### src/rtl/cell_edit_pkg.sv
// Shared types and constants for the keypad cell editor.
package cell_edit_pkg;

  typedef enum logic [1:0] {
    IDLE       = 2'd0,
    WAIT_COLOR = 2'd1,
    COMMIT     = 2'd2
  } state_t;

  localparam logic [3:0] KEY_CANCEL = 4'hF;
  localparam logic [3:0] COLOR_MAX  = 4'h7;

  localparam int AW_DEFAULT = 4;
  localparam int DW_DEFAULT = 3;

  // True when the key code names one of the eight RGB colours.
  function automatic logic is_color_key(input logic [3:0] code);
    return (code <= COLOR_MAX);
  endfunction

endpackage

### src/rtl/timeout_counter.sv
// Free-running wait counter; flags the last allowed cycle of the colour wait.
module timeout_counter #(
  parameter int TIMEOUT_CYC = 250000000,
  parameter int TW          = 28
) (
  input  logic clk,
  input  logic rst,
  input  logic clear,
  input  logic enable,
  output logic expired
);

  localparam logic [TW-1:0] LAST_COUNT = TW'(TIMEOUT_CYC - 1);
  localparam logic [TW-1:0] ONE        = TW'(1);

  logic [TW-1:0] count_r;

  // Count cycles spent waiting; clear has priority over counting.
  always_ff @(posedge clk) begin
    if (!rst) begin
      count_r <= '0;
    end else if (clear) begin
      count_r <= '0;
    end else if (enable) begin
      count_r <= count_r + ONE;
    end else begin
      count_r <= count_r;
    end
  end

  assign expired = (count_r == LAST_COUNT);

endmodule

### src/rtl/cell_edit_ctrl.sv
// Two-key editor: position key then colour key yields one bank write.
module cell_edit_ctrl
  import cell_edit_pkg::*;
#(
  parameter int AW          = AW_DEFAULT,
  parameter int DW          = DW_DEFAULT,
  parameter int TIMEOUT_CYC = 250000000,
  parameter int TW          = 28
) (
  input  logic          clk,
  input  logic          rst,
  input  logic          key_valid,
  input  logic [3:0]    key_code,
  output logic [AW-1:0] wr_addr,
  output logic [DW-1:0] wr_data,
  output logic          wr_en,
  output logic [AW-1:0] cur_pos,
  output logic          busy,
  output logic          abort
);

  state_t state_r;
  logic   cnt_clear_s;
  logic   cnt_enable_s;
  logic   expired_s;

  // A position key restarts the wait; the counter only runs while waiting.
  assign cnt_clear_s  = (state_r == IDLE) && key_valid;
  assign cnt_enable_s = (state_r == WAIT_COLOR);

  timeout_counter #(
    .TIMEOUT_CYC(TIMEOUT_CYC),
    .TW         (TW)
  ) u_timeout (
    .clk    (clk),
    .rst    (rst),
    .clear  (cnt_clear_s),
    .enable (cnt_enable_s),
    .expired(expired_s)
  );

  // Sequence FSM with every output registered; colour key beats timeout.
  always_ff @(posedge clk) begin
    if (!rst) begin
      state_r <= IDLE;
      wr_addr <= '0;
      wr_data <= '0;
      cur_pos <= '0;
      wr_en   <= 1'b0;
      busy    <= 1'b0;
      abort   <= 1'b0;
    end else begin
      wr_en <= 1'b0;
      abort <= 1'b0;
      case (state_r)
        IDLE: begin
          if (key_valid) begin
            wr_addr <= AW'(key_code);
            cur_pos <= AW'(key_code);
            busy    <= 1'b1;
            state_r <= WAIT_COLOR;
          end else begin
            busy    <= 1'b0;
            state_r <= IDLE;
          end
        end
        WAIT_COLOR: begin
          if (key_valid && is_color_key(key_code)) begin
            wr_data <= DW'(key_code[2:0]);
            wr_en   <= 1'b1;
            busy    <= 1'b0;
            state_r <= COMMIT;
          end else if (key_valid && (key_code == KEY_CANCEL)) begin
            abort   <= 1'b1;
            busy    <= 1'b0;
            state_r <= IDLE;
          end else if (expired_s) begin
            abort   <= 1'b1;
            busy    <= 1'b0;
            state_r <= IDLE;
          end else begin
            busy    <= 1'b1;
            state_r <= WAIT_COLOR;
          end
        end
        COMMIT: begin
          // Write strobe already issued; keys arriving now are dropped.
          busy    <= 1'b0;
          state_r <= IDLE;
        end
        default: begin
          busy    <= 1'b0;
          state_r <= IDLE;
        end
      endcase
    end
  end

endmodule

### config.mk
export PLATFORM = sky130hd
export DESIGN_NAME = cell_edit_ctrl
export DESIGN_NICKNAME = d
export VERILOG_FILES = /design/src/rtl/cell_edit_pkg.sv /design/src/rtl/timeout_counter.sv /design/src/rtl/cell_edit_ctrl.sv
export SDC_FILE = /design/constraint.sdc
export NUM_CORES = 1
export LEC_CHECK = 0
export ABC_AREA = 1
export BUFFER_PORTS_ARGS = -buffer_cell sky130_fd_sc_hd__buf_2
export CAP_MARGIN = 20
export CORE_AREA = 4 4 78 62
export DETAILED_ROUTE_END_ITERATION = 7
export DIE_AREA = 0 0 82 66
export MAX_ROUTING_LAYER = met4
export PLACE_DENSITY = 0.71
export SYNTH_ARGS = -nofsm -noshare
export SYNTH_HDL_FRONTEND = slang
export SYNTH_SLANG_ARGS = --single-unit
export TNS_END_PERCENT = 5
### constraint.sdc
create_clock -name clk -period 1.7 [get_ports clk]
set_input_delay 0.34 -clock clk [delete_from_list [all_inputs] [get_ports clk]]
set_output_delay 0.34 -clock clk [all_outputs]
set_load 0.01 [all_outputs]
* Yosys cells after proc, flatten, opt, wreduce, memory -nomap -nowiden
Cells that the tools add are included.
** Storage, ports and cells
- Output and inout bits :: 14
- Logic and storage cells :: 36
- Flip-flop bits (word level) :: 40
** Cells by class
- Add/sub/neg operators :: 1
- Equality and inequality tests :: 3
- Multiplexer cells :: 13
- Order comparisons :: 1
- Bitwise gates (word level) :: 2
- Reduce and logical (&&, ||, !) cells :: 9
** Operators by type and width (number)
- $add 28x1->28 const B :: 1
- $eq 28x28->1 const B :: 1
- $mux 1 :: 10
- $reduce_and 2->1 :: 3
- $eq 4x4->1 const B :: 1
- $le 4x3->1 const B :: 1
- $pmux 2 s2 :: 1
- $logic_and 1x1->1 :: 3
- $reduce_or 3->1 :: 1
- $eq 2x1->1 const B :: 1
- $logic_not 2->1 :: 1
- $mux 2 :: 1
- $not 1->1 :: 2
- $pmux 1 s2 :: 1
- $reduce_or 2->1 :: 1

* Logic depth before layout (Yosys ltp)
Gate-level depths: netlist of run 1.
- Word-level depth :: 5
- Mapped depth :: 9
- Mapped depth without buffers :: 9

* By module
From an unflattened synthesis of run 1, not the netlist that was laid out.
** Second synthesis, totals
- Cells, all modules :: 319
- Area, all modules :: 2129.5 um^2
** Modules (own cells, without submodules)
- timeout_counter :: instances 1, area an instance 1624.1 um^2, cells each 253, seq. area each 560.5 um^2
- cell_edit_ctrl :: instances 1, area an instance 505.5 um^2, cells each 66, seq. area each 220.2 um^2

* Least setup slack after synthesis of run 1
Ideal clock, no wire load.
- Kind :: register to register
- From :: register u_timeout.count_r[0]
- To :: register u_timeout.count_r[24]
- Path buffers :: 0
- Cell stages (with the launch flop) :: 9
- Setup time :: 0.113 ns
- Setup slack :: 0.341 ns
- Data arrival time :: 1.246 ns
- Cell sequence :: dfxtp_1 > ha_1 > clkinv_1 > nor2_4 > nand2_2 > nor2_4 > nand3_1 > o21ai_1 > nor2_1
** Between the ends
- Word-level cells in the longest chain between the ends :: 1
** Ends and longest elaborated chain
- start: declaration :: RTL line timeout_counter.sv:16 : logic [TW-1:0] count_r;
- start signal: assignment :: RTL line timeout_counter.sv:25 : count_r <= count_r + ONE;
- start signal: assignment :: RTL line timeout_counter.sv:27 : count_r <= count_r;
- $add 28x1->28 :: RTL line timeout_counter.sv:25
No other way between the ends.
A chain may end at the register's enable or synchronous reset.

* Worst setup path in the final report of run 1
- From :: register u_timeout.count_r[0]
- To :: register u_timeout.count_r[22]
Same word-level chain as after synthesis.

==> flow_summary.ini, run 1 <==
[outcome]
status = finished, final reports clean

[power]
p_clk_frac = 0.360
internal_power_uw = 1260
power_density_mw_per_mm2 = 776
p_comb_frac = 0.081
swShare = 0.253
p_leak_uw = 0.000841
peakVddDrop_uv = 516
switching_power_uw = 428
pwr-share-seq = 0.559

[floorplanning]
io_pins = 21
die-width_um = 82
core_area_mm2 = 0.00400
die_area_mm2 = 0.00541
row_count = 20
initial_utilization = 0.489
die_h_um = 66

[drt]
dr.pass1.iters = 4
avgViaCountPerCell = 4.80
via_count = 1708
dr_wl_met3_um = 229
drtIter0Drc = 88
dr.max_layer_used = met3
drc = 0
routed_wl_mm = 3.88
m1WireLength_mm = 2.08
wl_met2_mm = 1.57
ant_nets = 0
wire_per_inst_um = 10.9

[yosys]
ys_warn_count = 0
synth_top_family_by_area = simple AND/OR/NAND/NOR gates
synth_area_mm2 = 0.00196
synth_area_per_cell_um2 = 7.04
synthXorXnorAreaFrac = 0.0134
synthAdderAreaFrac = 0.00639
synth_fp_nets = 286
synth-seq-cells = 39
netlist_instances = 278
seq_area_frac_synth = 0.399
synth.area.mux_share = 0
synth-compound-area-share = 0.0959
synth_cell_type_count = 29
synth-simple-area-share = 0.402

[clock_tree]
numCtsBuffers = 5
cts.sinks = 39
cts_resized = 0
htreeDepth = 2
cts-hold-fix-buffers = 0
clockBufferDepth = 2
clkTransAtPathRegs_ps = 80
cts-root-buf = clkbuf_8
cts_setup_buffers = 0
cts_tree = built
clock_latency_ps = 290

[placement]
portBuffers = 20
place_ws_ps = 146
place_area_mm2 = 0.00209
dp_hpwl_mm = 2.99
gp_congestion = 0.828

[layout]
antennaDiodeCount = 0
syn_to_final_growth_pct = 11.3
layout-drive-gt1-share = 0.183
fillCellCount = 396
final_cell_area_mm2 = 0.00218
nets = 308

[global_route]
grt_max_degree = 17
grtUsageTotal = 0.172
grt_antenna_before_repair = 0
grt_remaining_overflow = 0
grt_pass1_vias = 1584
grt_pass1_wl_mm = 6.98

[min_path]
hold_path.class = primary input to flip-flop
min_path_cells = 3

[critical_path]
rr_endpoint = u_timeout.count_r[22]
endpoint = u_timeout.count_r[22]
critPathLaunchType = flip-flop
crit_family = simple AND/OR/NAND/NOR gates
reg2reg_from = u_timeout.count_r[0]
critPathKind = flip-flop to flip-flop
cp_num_cells = 8
rr_worst_depth = 8
crit_buf_inv = 1
required_ps = 1870
startpoint = u_timeout.count_r[0]
crit_chain = ha_1 -> clkinv_1 -> nor2_4 -> nand3_2 -> nor2_4 -> nand4_1 -> nand2_1 -> nor2_1
endpoint_kind = flip-flop
critPathMostFrequentCell = nor2_4
slowest_delay_ps = 380
crit_path_top_delay_cell = dfxtp_1
arrival_ps = 1680
rrSetupSlack_ps = 190
cp_max_fo = 7

[sta]
finalSetupViolCount = 0
period_needed_ps = 1510
layout_setup_ws_ps = 195
slew_headroom = 0.745
fin_setup_tns_ps = 0
clock_skew_ps = 7.51
final_hold_viol_count = 0
final.period_utilization = 0.885
drv_slew = 0
rsz0062_at_grt = no
tightest_slew_ps = 382
max_freq_mhz = 664

[flow_run]
cap_violations = 0
[cells by family after synthesis]
| group | count (synthesis) |
|---|---|
| DFF | 39 |
| buffers and inverters | 39 |
| xor gates and xnor gates | 3 |
| AOI/OAI and AO/OA | 35 |
| and+or+nand+nor | 161 |
| adders and majority gates | 1 |
[worst reg2reg max path, stage by stage (launching register included)]
cell and delay, ps:
dfxtp_1 380, ha_1 190, clkinv_1 110, nor2_4 160
nand3_2 130, nor2_4 180, nand4_1 110, nand2_1 90
nor2_1 40
[worst min-delay path by stage]
stage | startpoint | end | slack (ps)
global route | key_code[0] | wr_data[0] | 300
floorplan | u_timeout.count_r[12] | u_timeout.count_r[12] | 450
global placement | u_timeout.count_r[12] | u_timeout.count_r[12] | 470
detailed placement | u_timeout.count_r[12] | u_timeout.count_r[12] | 470
CTS | key_code[3] | cur_pos[3] | 300
finish | key_code[3] | cur_pos[3] | 300
[cell usage in the layout (no fill, tap or decap), types with 2 or more instances in the layout]
cell	instances
nand2_1	56
nor2_1	54
nand2_2	2
clkinv_2	3
inv_2	6
a21oi_1	14
clkbuf_8	5
nand3_1	15
o21a_1	2
nand3_2	3
a31oi_1	2
nand4_1	5
o21ai_1	3
nor3_2	3
o21ai_0	12
nor2_2	2
nor2_4	8
xor2_1	3
inv_1	26
buf_2	20
nor3_1	8
nor3b_1	2
dfxtp_1	39
[Yosys cell counts (all sizes together)]
master  instances  area, um^2
nor2           64         305
nand2          58         223
dfxtp          39         781
inv            32         120
nand3          19         123
o21ai          15        75.1
a21oi          14        70.1
nor3           11        70.1
buf             6        40.0
nand4           5        31.3
nor3b           3        27.5
xor2            3        26.3
a31oi           2        12.5
o21a            2        15.0
a21boi          1        7.51
and3            1        6.26
clkinv          1        3.75
ha              1        12.5
o21bai          1        7.51
[layout make-up]
| type | instances | area, um^2 | area share |
|---|---|---|---|
| Clock inverter | 3 | 15.0 | 0.00690 |
| Multi-Input combinational cell | 200 | 1010 | 0.465 |
| Clock buffer | 5 | 68.8 | 0.0316 |
| Tap cell | 55 | 68.8 | 0.0316 |
| Inverter | 33 | 124 | 0.0569 |
| Timing Repair Buffer | 21 | 108 | 0.0494 |
| Sequential cell | 39 | 781 | 0.359 |
[state kept, by name, summed over array words and instances (netlist names)]
| name | count |
|---|---|
| abort | 1 |
| u_timeout.count_r | 28 |
| state_r | 2 |
| cur_pos | 4 |
| wr_data | 3 |
| wr_en | 1 |
[metrics by stage]
stage	util	total power, uW	std cells	hold slack (ps)
after floorplan	-	1060	278	447
after CTS	0.544	1710	356	295
after global placement	0.523	1100	348	470
after detailed placement	0.523	1110	348	470
final	0.544	1690	356	305
after global routing	0.544	1780	356	302
[power groups by stage]
stage                     clock [uW]  sequential, uW  combinational (uW)
after floorplan                    0             974                89.4
after CTS                        627             945                 139
after global placement             0             967                 138
final                            608             945                 137
after global routing             680             949                 156
after detailed placement           0             967                 139
[metal layers]
| metal | vias to the layer above | GRT usage |
|---|---|---|
| li1 | 932 | - |
| met1 | 738 | 0.238 |
| met2 | 38 | 0.231 |
| met3 | 0 | 0.0627 |
| met4 | 0 | 0.0539 |
| met5 | - | - |
Power figures use the tool's default switching activity.
==> run 2, diff against run 1 <==
PLACE_DENSITY = 0.67   (was 0.71)
SKIP_CTS_REPAIR_TIMING = 1   (was default)
==> run 2 against run 1 <==
  * Routed wire length increased by 1.3%
  * Clock-buffer cell count rose by 3
  * First-iteration DRC count decreased by 11%
  * Die area did not move
  * Sequential cell count stayed put
  * Global-route usage rose by 0.49 points
  * Critical endpoint is now u_timeout.count_r[24]
==> flow_summary.ini, run 2 (synthesis gave the netlist of run 1 again) <==
[clock_tree]
cts_tree = built
numCtsBuffers = 5
htreeDepth = 2
clockBufferDepth = 2
clkTransAtPathRegs_ps = 80
clock_latency_ps = 290
cts-root-buf = clkbuf_8
cts.sinks = 39

[floorplanning]
io_pins = 21
row_count = 20
die_h_um = 66
initial_utilization = 0.489
die-width_um = 82
core_area_mm2 = 0.00400
die_area_mm2 = 0.00541

[critical_path]
required_ps = 1890
crit_chain = ha_1 -> clkinv_1 -> nor2_4 -> nand2_2 -> nor2_4 -> nand3_1 -> o21ai_1 -> nor2_1
critPathMostFrequentCell = nor2_4
slowest_delay_ps = 370
crit_family = simple AND/OR/NAND/NOR gates
cp_max_fo = 6
crit_buf_inv = 1
arrival_ps = 1670
critPathKind = flip-flop to flip-flop
crit_path_top_delay_cell = dfxtp_1
endpoint_kind = flip-flop
critPathLaunchType = flip-flop

[layout]
fillCellCount = 397
syn_to_final_growth_pct = 12.5
nets = 309
layout-drive-gt1-share = 0.182
antennaDiodeCount = 0
top_register = u_timeout.count_r
reg_top3 = u_timeout.count_r: 28 flops, cur_pos: 4 flops, wr_data: 3 flops
final_cell_mix = nand2_1 (56), nor2_1 (54), dfxtp_1 (39)
stdcell_count = 357
multiInputGateArea_mm2 = 0.00101
layout.area.seq_um2 = 781
post-route-util = 0.550
largest_reg_flops = 28
final_cell_area_mm2 = 0.00220
layout_commonest_cell = nand2_1

[global_route]
grt_pass1_wl_mm = 7.18
grt_remaining_overflow = 0
grtUsageTotal = 0.177
grt_max_degree = 16
grt_antenna_before_repair = 0
grt_pass1_vias = 1650

[drt]
ant_nets = 0
drc = 0
wire_per_inst_um = 11.0
dr.max_layer_used = met4
dr.pass1.iters = 4
routed_wl_mm = 3.93
drtIter0Drc = 78
wl_met2_mm = 1.60
dr_wl_met3_um = 213
m1WireLength_mm = 2.06
via_count = 1723
avgViaCountPerCell = 4.83

[sta]
finalSetupViolCount = 0
rsz0062_at_grt = no
tightest_slew_ps = 382
final_hold_viol_count = 0
period_needed_ps = 1480
clock_skew_ps = 3.76
max_freq_mhz = 675
final.period_utilization = 0.872
slew_headroom = 0.745
fin_setup_tns_ps = 0
drv_slew = 0

[placement]
dp.cells = 349
dp_hpwl_mm = 3.00
place_area_mm2 = 0.00210
portBuffers = 20
gp_congestion = 0.850

[min_path]
hold_path.class = primary input to flip-flop

[power]
p_leak_uw = 0.000850
power_density_mw_per_mm2 = 807
peakVddDrop_uv = 477

[outcome]
status = finished, final reports clean

[flow_run]
cap_violations = 0
==> run 2: cell count changes in the layout (fill, tap and decap cells not counted) <==
| cell | change |
|---|---|
| buf_4 | +1 |
| clkbuf_1 | +1 |
| clkbuf_8 | +2 |
| clkinv_2 | -3 |
==> run 2: stage by stage <==
step	total power, uW	worst slack (ps)	hold slack, ps
floorplan	1060	341	447
global placement	1110	270	471
detailed placement	1110	221	473
CTS	1800	206	303
global route	1860	60.8	324
finish	1780	218	311
==> run 2: cell type report <==
class | count | area share
multi-input cells | 200 | 0.460
repair buffers | 22 | 0.0523
flip-flops and latches | 39 | 0.355
well taps | 55 | 0.0313
inverters | 33 | 0.0563
clock buffers | 8 | 0.0455
==> run 2: worst paths after layout <==
path / start / to / slack [ps] / cells after the start
worst min register to register: u_timeout.count_r[5] / u_timeout.count_r[5] / 480 / 2
worst min-delay path: key_code[2] / cur_pos[2] / 310 / 3
worst max register to register: u_timeout.count_r[0] / u_timeout.count_r[24] / 220 / 8
worst max-delay path: u_timeout.count_r[0] / u_timeout.count_r[24] / 220 / 8
==> run 2: report_power, final <==
group | internal (uW) | total, uW | switching [uW]
Combinational | 51.5 | 141 | 89.3
Clock | 370 | 691 | 320
Sequential | 932 | 945 | 13.2
==> run 2: tightest hold or removal path, stage by stage <==
cell	delay (ps)
buf_2	100
nor2_1	40
nor2_1	80
==> run 2: per-layer routing <==
layer,up-vias,GRT usage
li1,933,-
met1,749,0.239
met2,36,0.249
met3,5,0.0545
met4,0,0.0622
met5,-,-
==> run 3, diff against run 2 <==
CORE_AREA = 4 4 81 64   (was 4 4 78 62)
DIE_AREA = 0 0 85 68   (was 0 0 82 66)
PLACE_DENSITY = 0.68   (was 0.67)
SYNTH_HIERARCHICAL = 1   (was default)
==> run 3 against run 2 <==
  * Non-clock buffer count up 1
  * Critical path depth stayed put
  * Register-to-register slack hardly changed
  * Worst setup slack improved by 10 ps
  * Routed wire length up 22%
  * Sequential power about the same
  * First-iteration DRC count rose by 100%
  * Synthesized area rose by 8.8%
  * Synthesized cell count increased by 15%
  * Clock-buffer cell count decreased by 2
  * Critical endpoint is now u_timeout/count_r[24]
  * Largest power group unchanged
  * Highest routed layer unchanged
==> flow_summary.ini, run 3 <==
[sta]
finalSetupViolCount = 0
drv_slew = 0
max_freq_mhz = 679
period_needed_ps = 1470
layout_setup_ws_ps = 228
fin_setup_tns_ps = 0
final_hold_viol_count = 0
final.period_utilization = 0.866
tightest_slew_ps = 331
rsz0062_at_grt = no
slew_headroom = 0.777
clock_skew_ps = 2.25

[critical_path]
cp_max_fo = 9
critPathLaunchType = flip-flop
rrSetupSlack_ps = 230
rr_endpoint = u_timeout/count_r[24]
required_ps = 1890
critPathKind = flip-flop to flip-flop
rr_worst_depth = 8
crit_path_top_delay_cell = dfxtp_1
reg2reg_from = u_timeout/count_r[0]
crit_chain = ha_1 -> nand2_2 -> nor2_8 -> nand3_2 -> nor2_4 -> nand3_1 -> nand2_1 -> nor2_1
endpoint_kind = flip-flop
slowest_delay_ps = 390
arrival_ps = 1670

[drt]
wire_per_inst_um = 12.0
routed_wl_mm = 4.79
avgViaCountPerCell = 4.94
drc = 0
dr.pass1.iters = 4
drtIter0Drc = 157
via_count = 1976
ant_nets = 0

[floorplanning]
die-width_um = 85
initial_utilization = 0.485
core_area_mm2 = 0.00439
die_h_um = 68
io_pins = 21
die_area_mm2 = 0.00578
row_count = 21

[placement]
place_area_mm2 = 0.00228
place_ws_ps = 250
gp_congestion = 0.877
portBuffers = 20
dp_hpwl_mm = 3.72

[yosys]
synth_edf_count = 0
yosys-top-cells-count = nand2_1 (69), nor2_1 (58), inv_1 (40)
synthTopCellsByArea = dfxtp_1 (37%), nand2_1 (12%), nor2_1 (10%)
synth_area_mm2 = 0.00213
synth_cell_type_count = 30
synth_area_leader_cell = dfxtp_1
synth-seq-cells = 39
yosysMostFrequentCell = nand2_1
synth_top_area_share = 0.367
netlist_instances = 319
ys_warn_count = 6
synth_fp_nets = 327
synthFlopType = dfxtp_1
seq_area_frac_synth = 0.367
synth_area_per_cell_um2 = 6.68
async_flop_share = 0

[layout]
layout-drive-gt1-share = 0.187
layout_commonest_cell = nand2_1
nets = 350
reg_top3 = u_timeout/count_r: 28 flops, cur_pos: 4 flops, wr_data: 3 flops
final_cell_area_mm2 = 0.00240
syn_to_final_growth_pct = 12.6
antennaDiodeCount = 0
final_cell_mix = nand2_1 (69), nor2_1 (58), inv_1 (40)
post-route-util = 0.547
top_register = u_timeout/count_r
largest_reg_flops = 28

[global_route]
grt_antenna_before_repair = 0
grt_max_degree = 22
grt_pass1_vias = 1806
grt_remaining_overflow = 0
grtUsageTotal = 0.194
grt_pass1_wl_mm = 8.52

[min_path]
hold_end = cur_pos[1]
hold_path.class = primary input to flip-flop
min_from = key_code[1]
min_path_cells = 3

[clock_tree]
cts-root-buf = clkbuf_8
clkTransAtPathRegs_ps = 70
clock_latency_ps = 300
numCtsBuffers = 5
htreeDepth = 2
clockBufferDepth = 2
cts_tree = built
cts.sinks = 39

[outcome]
status = finished, final reports clean

[power]
p_leak_uw = 0.00105
peakVddDrop_uv = 393
power_density_mw_per_mm2 = 801

[flow_run]
cap_violations = 0
run 3: cell count changes after synthesis, sizes merged, moves of 2 or more:
cell / before / now
a21oi: 14 / 21
nand3: 19 / 22
nor3b: 3 / 1
inv: 32 / 47
a31oi: 2 / 0
nor3: 11 / 3
nor2: 64 / 73
nor4: 0 / 4
xor2: 3 / 0
o21ai: 15 / 11
nand3b: 0 / 3
nand4: 5 / 7
nand2: 58 / 75
run 3: metal layers:
layer | wire (um) | GRT usage
met2 | 1960 | 0.288
met3 | 377 | 0.0373
met1 | 2370 | 0.262
met4 | 85 | 0.0771
met5 | 0 | -
run 3: kinds of logic after synthesis:
kind of cell | share of synthesized area
simple gates | 0.434
buf+inv | 0.103
flops | 0.367
compound gates | 0.0911
fa+ha+maj | 0.00587
run 3: metrics by stage:
step	total power, uW	hold slack (ps)	instances
after floorplan	1080	443	319
after global placement	1130	465	392
after detailed placement	1140	472	392
after CTS	1950	320	400
after global routing	2020	353	400
final	1920	324	400
run 3: layout make-up:
| type | count | area, um^2 |
|---|---|---|
| Sequential cell | 39 | 781 |
| Tap cell | 57 | 71.3 |
| Clock inverter | 2 | 35.0 |
| Inverter | 47 | 176 |
| Clock buffer | 6 | 82.6 |
| Timing Repair Buffer | 23 | 123 |
| Fill cell | 439 | 1990 |
| Multi-Input combinational cell | 226 | 1130 |
run 3: worst max-delay path by stage:
| stage | from | to | slack [ps] | cells after the start |
|---|---|---|---|---|
| floorplan | state_r[0] | u_timeout/count_r[22] | 130 | 9 |
| global placement | key_valid | u_timeout/count_r[9] | 310 | 7 |
| detailed placement | u_timeout/count_r[0] | u_timeout/count_r[22] | 250 | 8 |
| CTS | u_timeout/count_r[0] | u_timeout/count_r[24] | 220 | 8 |
| global route | u_timeout/count_r[0] | u_timeout/count_r[24] | 120 | 8 |
| finish | u_timeout/count_r[0] | u_timeout/count_r[24] | 230 | 8 |
run 3: power by group:
group          leakage [uW]  internal (uW)  switching (uW)
Combinational      0.000671           64.2             106
Sequential         0.000316            933            12.4
Clock             0.0000612            475             332
run 3: critical path: cells and delay by family (launching register included):
| kind | cells | cell delay, ps |
|---|---|---|
| flip-flops | 1 | 390 |
| AND/OR/NAND/NOR | 7 | 760 |
| adder cells (fa/ha/maj) | 1 | 210 |
